## config.mk

```make
export PLATFORM = sky130hd
export DESIGN_NAME = load_store_unit
export DESIGN_NICKNAME = d
export VERILOG_FILES = /design/src/rtl/load_store_unit.sv
export SDC_FILE = /design/constraint.sdc
export NUM_CORES = 1
export LEC_CHECK = 0
export ABC_AREA = 1
export ABC_CLOCK_PERIOD_IN_PS = 2250
export CAP_MARGIN = 20
export CORE_MARGIN = 1
export CORE_UTILIZATION = 30
export DETAILED_ROUTE_END_ITERATION = 6
export DONT_BUFFER_PORTS = 1
export HOLD_SLACK_MARGIN = 0.12
export SLEW_MARGIN = 20
export SYNTH_ARGS = -nofsm -noshare
export SYNTH_HDL_FRONTEND = slang
export SYNTH_SLANG_ARGS = --single-unit
```

## constraint.sdc

```tcl
create_clock -name I_clk -period 2.25 [get_ports I_clk]
set_input_delay 0.5625 -clock I_clk [delete_from_list [all_inputs] [get_ports I_clk]]
set_output_delay 0.5625 -clock I_clk [all_outputs]
set_load 0.05 [all_outputs]
```

## src/rtl/load_store_unit.sv

```systemverilog
// Load/store unit: decodes size/alignment, drives a single-beat word bus,
// extends load data and aborts on misalignment or bus timeout.
module load_store_unit #(
    parameter int unsigned TIMEOUT = 16
) (
    input  logic        I_clk,
    input  logic        I_rst_n,
    input  logic        I_valid,
    input  logic        I_memrw,
    input  logic [2:0]  I_loadsel,
    input  logic [1:0]  I_storesel,
    input  logic [31:0] I_addr,
    input  logic [31:0] I_wdata,
    output logic        O_stall,
    output logic        O_done,
    output logic [31:0] O_rdata,
    output logic        O_misalign,
    output logic        O_timeout,
    output logic        O_bus_req,
    output logic        O_bus_we,
    output logic [31:0] O_bus_addr,
    output logic [31:0] O_bus_wdata,
    output logic [3:0]  O_bus_be,
    input  logic        I_bus_ack,
    input  logic [31:0] I_bus_rdata
);

    localparam logic [1:0] S_IDLE = 2'd0;
    localparam logic [1:0] S_BUSY = 2'd1;
    localparam logic [1:0] S_DONE = 2'd2;
    localparam logic [1:0] S_ERR  = 2'd3;

    // Last BUSY cycle index before the access is abandoned.
    localparam logic [7:0] TMO_LAST = 8'(TIMEOUT - 1);

    logic [1:0]  state_q, state_d;
    logic [31:0] addr_q, addr_d;
    logic        we_q, we_d;
    logic [1:0]  size_q, size_d;
    logic        uns_q, uns_d;
    logic [3:0]  be_q, be_d;
    logic [31:0] wdata_q, wdata_d;
    logic [7:0]  cnt_q, cnt_d;
    logic [31:0] rdata_q, rdata_d;
    logic        mis_q, mis_d;
    logic        tmo_q, tmo_d;

    logic [1:0]  req_size;
    logic        req_uns;
    logic        req_illegal;
    logic [3:0]  req_be;
    logic [31:0] req_wdata;
    logic [31:0] lane;
    logic [31:0] ld_ext;

    // State and access registers; reset clears everything, aborting any access.
    always_ff @(posedge I_clk or negedge I_rst_n) begin
        if (!I_rst_n) begin
            state_q <= S_IDLE;
            addr_q  <= '0;
            we_q    <= 1'b0;
            size_q  <= '0;
            uns_q   <= 1'b0;
            be_q    <= '0;
            wdata_q <= '0;
            cnt_q   <= '0;
            rdata_q <= '0;
            mis_q   <= 1'b0;
            tmo_q   <= 1'b0;
        end else begin
            state_q <= state_d;
            addr_q  <= addr_d;
            we_q    <= we_d;
            size_q  <= size_d;
            uns_q   <= uns_d;
            be_q    <= be_d;
            wdata_q <= wdata_d;
            cnt_q   <= cnt_d;
            rdata_q <= rdata_d;
            mis_q   <= mis_d;
            tmo_q   <= tmo_d;
        end
    end

    // Decode the incoming request: size 00/01/10 = byte/half/word.
    always_comb begin
        req_size    = I_memrw ? I_storesel : I_loadsel[1:0];
        req_uns     = ~I_memrw & I_loadsel[2];
        req_illegal = 1'b0;
        if (req_size == 2'b11) begin
            req_illegal = 1'b1;
        end
        if (!I_memrw && I_loadsel[2] && I_loadsel[1]) begin
            req_illegal = 1'b1;
        end
        if (req_size == 2'b01 && I_addr[0]) begin
            req_illegal = 1'b1;
        end
        if (req_size == 2'b10 && I_addr[1:0] != 2'b00) begin
            req_illegal = 1'b1;
        end
        case (req_size)
            2'b00: begin
                req_be    = 4'b0001 << I_addr[1:0];
                req_wdata = {4{I_wdata[7:0]}};
            end
            2'b01: begin
                req_be    = 4'b0011 << I_addr[1:0];
                req_wdata = {2{I_wdata[15:0]}};
            end
            default: begin
                req_be    = 4'b1111;
                req_wdata = I_wdata;
            end
        endcase
    end

    // Select the addressed lane of the read word and extend it.
    always_comb begin
        lane   = I_bus_rdata >> {addr_q[1:0], 3'b000};
        ld_ext = lane;
        case (size_q)
            2'b00: ld_ext = uns_q ? {24'h0, lane[7:0]}
                                  : {{24{lane[7]}}, lane[7:0]};
            2'b01: ld_ext = uns_q ? {16'h0, lane[15:0]}
                                  : {{16{lane[15]}}, lane[15:0]};
            default: ld_ext = lane;
        endcase
        if (we_q) begin
            ld_ext = '0;
        end
    end

    // Access sequencing: accept, wait for ack or timeout, report for one cycle.
    always_comb begin
        state_d = state_q;
        addr_d  = addr_q;
        we_d    = we_q;
        size_d  = size_q;
        uns_d   = uns_q;
        be_d    = be_q;
        wdata_d = wdata_q;
        cnt_d   = cnt_q;
        rdata_d = rdata_q;
        mis_d   = 1'b0;
        tmo_d   = 1'b0;
        unique case (state_q)
            S_IDLE: begin
                if (I_valid) begin
                    addr_d  = I_addr;
                    we_d    = I_memrw;
                    size_d  = req_size;
                    uns_d   = req_uns;
                    be_d    = req_be;
                    wdata_d = req_wdata;
                    cnt_d   = '0;
                    if (req_illegal) begin
                        state_d = S_ERR;
                        mis_d   = 1'b1;
                        rdata_d = '0;
                    end else begin
                        state_d = S_BUSY;
                    end
                end
            end
            S_BUSY: begin
                if (I_bus_ack) begin
                    state_d = S_DONE;
                    rdata_d = ld_ext;
                end else if (cnt_q == TMO_LAST) begin
                    state_d = S_ERR;
                    tmo_d   = 1'b1;
                    rdata_d = '0;
                end else begin
                    cnt_d = cnt_q + 8'd1;
                end
            end
            S_DONE: state_d = S_IDLE;
            S_ERR:  state_d = S_IDLE;
            default: state_d = S_IDLE;
        endcase
    end

    assign O_stall     = (state_q == S_IDLE) ? I_valid : (state_q == S_BUSY);
    assign O_done      = (state_q == S_DONE) || (state_q == S_ERR);
    assign O_rdata     = rdata_q;
    assign O_misalign  = mis_q;
    assign O_timeout   = tmo_q;
    assign O_bus_req   = (state_q == S_BUSY);
    assign O_bus_we    = we_q;
    assign O_bus_addr  = {addr_q[31:2], 2'b00};
    assign O_bus_wdata = wdata_q;
    assign O_bus_be    = be_q;

endmodule

```

==> flow_summary_export.csv <==
group,metric,value,unit
floorplan,die_h,142.2,um
synth,synth.ff_latch_count,116,
sta,setup_viol,0,
drt,drc_errors,0,
drt,routed_wl_per_cell,15.47,um
sta,clock-skew-final,7.895,ps
run_status,violations_in_the_final_reports,"hold timing",
layout,fillCellCount,2022,
sta,sum_of_negative_setup_slack,0,ps
worst_setup_path,timing_worst_setup_path_type,"register to output port",
synth,total_of_warnings_raised_by_yosys,0,
clock_network,clockBufferDepth,2,
power_and_ir_drop,vdd_drop_max,0.0007576,V
place,post-place-ws,359.8,ps
synth,netlist_area_before_placement,5894,um2
worst_hold_path,hold_path.class,"primary input to asynchronous set/reset pin",
global_route,number_of_antenna_violations_at_the_first_check_in_global_routing,0,
drt,routed_wl,15700,um
flow_run,drv_cap,0,
run_status,run_status,"complete, but fails checks",
synth,synth.most_common_cell,"sky130_fd_sc_hd__nand2_1",
synth,synth.top_cell.area_share,49.25,%
global_route,largest_net_degree_at_the_start_of_global_routing,117,
global_route,grt_overflow,0,
synth,netlist_instances,780,
floorplan,floorplan.initialDensity,31.10,%
place,routabilityCongestion,0.8720,
power_and_ir_drop,powerDensity,1867,nW/um2
place,hpwl,11260,um
worst_setup_path,r2r_start,"state_q[1]",
power_and_ir_drop,switching_share,52.06,%
synth,synthTopCellsByCount,"334 x sky130_fd_sc_hd__nand2_1, 116 x sky130_fd_sc_hd__dfrtp_1, 68 x sky130_fd_sc_hd__nand3_1",
floorplan,die-area,20210,um2
synth,yosys.area.top_type,"sky130_fd_sc_hd__dfrtp_1",
drt,via_count,4749,
sta,timing.fmax,468.4,MHz
clock_network,h-tree-depth,4,
worst_setup_path,data_arrival_time_of_the_critical_path,1570,ps
floorplan,io_pins,212,
worst_setup_path,worst_ep_required_time,1690,ps
synth,postSynthAreaPerCell,7.557,um2
global_route,grt_use_total,15.86,%
clock_network,root_buffer,"sky130_fd_sc_hd__clkbuf_16",
clock_network,post_cts.resized_instances,0,
clock_network,worst_setup_hold_path_clk_slew,50,ps
sta,final-hold-violation-count,116,
synth,ys_types,33,
worst_setup_path,worst-r2r-setup-slack,480,ps
synth,netlist_top_cells_area,"sky130_fd_sc_hd__dfrtp_1 49%, sky130_fd_sc_hd__nand2_1 21%, sky130_fd_sc_hd__nand3_1 5.8%, sky130_fd_sc_hd__buf_4 4.3%, sky130_fd_sc_hd__o21ai_0 4.2%",
clock_network,cts_tree,"built",
clock_network,clock_sinks,116,
synth,ys_async_sr_fraction,100.0,%
clock_network,worstSkewPairLatency,410,ps
synth,yosysSeqAreaShare,49.25,%
layout,post_route_utilization,34.56,%
global_route,grt_first_pass_wirelength,24550,um
drt,vias_per_cell,4.679,
clock_network,cts_setup_buffers,0,
synth,synth_enable_flop_cells,0,
clock_network,cts_inserted_buffers,17,
floorplan,die_w,142.2,um
drt,ant_nets,0,
sta,finalWorstSetupSlack,115.2,ps
worst_setup_path,rr_endpoint,"O_rdata[1]",
worst_setup_path,worst-r2r-cell-count,6,
sta,worst_slew_margin_rel,60.46,%
sta,layout_worst_path_cycle_share,94.88,%
sta,finalWorstPathRequiredPeriod,2135,ps
layout,nNetsFinal,850,
floorplan,core_region_area,18960,um2
drt,drt_pass_1_iters,5,
sta,unrepaired_setup_endpoints_after_global_routing,"false",
power_and_ir_drop,combinational_cell_fraction_of_total_power,24.3,%
power_and_ir_drop,p_clk_share,23.8,%
worst_setup_path,crit_path_end_kind,"output port",
drt,detail_route.iter0.violations,234,
worst_setup_path,critical_path.startpoint_type,"register",
power_and_ir_drop,power.sequential.fraction,51.9,%
place,number_of_input_and_output_port_buffers_inserted,0,
synth,synth_top_flop_cell,"sky130_fd_sc_hd__dfrtp_1",
sta,holdWs,-141.3,ps
floorplan,floorplan.rows,50,
layout,final_layout_size_suffix_gt1_share,7.550,%
sta,slew_at_the_pin_closest_to_its_max_slew_limit,593.1,ps
power_and_ir_drop,total_switching_power,6.368,mW
power_and_ir_drop,leakage,3.356,nW
power_and_ir_drop,p_int,5.864,mW
sta,final_max_slew_viol_count,0,
layout,syn2layout_area_growth,11.14,%
layout,antenna_diode_count,0,
worst_setup_path,worstPathMaxFanout,9,
global_route,first_global_vias,4580,
-- flip-flops by register name, summed over array words and instances, names as in the netlist, 2 cells and up --
register	flops
O_rdata	32
O_bus_be	4
state_q	2
addr_q	32
cnt_q	8
O_bus_wdata	32
size_q	2
-- through the flow --
stage          hold WS (ps)  cell area (um2)  std cells  total power, mW
5_1_grt              -172.5             6551       1015            12.96
4_1_cts              -167.0             6551       1015            12.35
6_report             -141.3             6551       1015            12.23
3_5_place_dp          271.4             5917        984            9.409
3_3_place_gp          270.8             5917        984            9.359
2_1_floorplan         266.9             5898        781            9.009
-- how the worst max path moves through the flow --
stage | from | end | slack [ps] | cells past startpoint
2_1_floorplan | state_q[1] | O_stall | 470 | 3
6_report | state_q[1] | O_stall | 120 | 5
3_3_place_gp | I_memrw | O_bus_wdata[27] | 380 | 8
4_1_cts | state_q[1] | O_stall | 70 | 5
5_1_grt | state_q[1] | O_stall | 30 | 5
3_5_place_dp | I_memrw | O_bus_wdata[28] | 360 | 8
-- area by class of cell --
type                            count  area (um2)  share of cell area (%)
Clock inverter                      9       150.1                   2.292
Inverter                           38       142.6                   2.177
Tap cell                          260       325.3                   4.966
Multi-Input combinational cell    556        2404                   36.69
Sequential cell                   116        2903                   44.31
Timing Repair Buffer               14       142.6                   2.177
Clock buffer                       22       484.2                   7.391
-- power by group through the flow --
stage | Combinational, mW | Sequential, mW | Clock (mW)
2_1_floorplan | 3.81 | 5.20 | 0
4_1_cts | 3.00 | 6.38 | 2.97
6_report | 2.97 | 6.35 | 2.91
3_3_place_gp | 2.94 | 6.42 | 0
3_5_place_dp | 3.01 | 6.40 | 0
5_1_grt | 3.42 | 6.48 | 3.07
-- cells by family after synthesis --
kind of cell | after synthesis | synth area share (%)
other cells | 1 | 0.06362
simple gates | 466 | 32.39
compound gates | 84 | 7.557
fa+ha+maj | 1 | 0.2122
xor+xnor | 3 | 0.4458
flops | 116 | 49.25
buf+inv | 109 | 10.08
-- layer usage --
metal  share of wire (%)  global-route usage, %  vias up
met5                   0                      0        -
met4                 1.3                  4.980        0
li1                    -                      -     2357
met2                  45                  24.54      181
met1                  42                  19.11     2196
met3                  12                  8.008       15
-- placed cells by master (no fill, tap or decap), types with 7 or more instances in the layout --
master / netlist / routed
sky130_fd_sc_hd__nor2_1: 47 / 47
sky130_fd_sc_hd__nand3_1: 68 / 68
sky130_fd_sc_hd__o21ai_0: 50 / 50
sky130_fd_sc_hd__nand2_2: 6 / 7
sky130_fd_sc_hd__dfrtp_1: 116 / 116
sky130_fd_sc_hd__a31oi_1: 9 / 9
sky130_fd_sc_hd__a21oi_1: 19 / 19
sky130_fd_sc_hd__clkbuf_16: 0 / 17
sky130_fd_sc_hd__inv_1: 35 / 35
sky130_fd_sc_hd__buf_4: 34 / 11
sky130_fd_sc_hd__nand2_1: 334 / 333
-- worst max-delay path, cell delays in order, from the launching register on --
cell	delay [ps]
sky130_fd_sc_hd__dfrtp_1	390
sky130_fd_sc_hd__buf_4	200
sky130_fd_sc_hd__nor2_4	230
sky130_fd_sc_hd__nor2_1	100
sky130_fd_sc_hd__inv_1	100
sky130_fd_sc_hd__buf_12	140
Note: power is estimated with default switching activity, not from simulation.
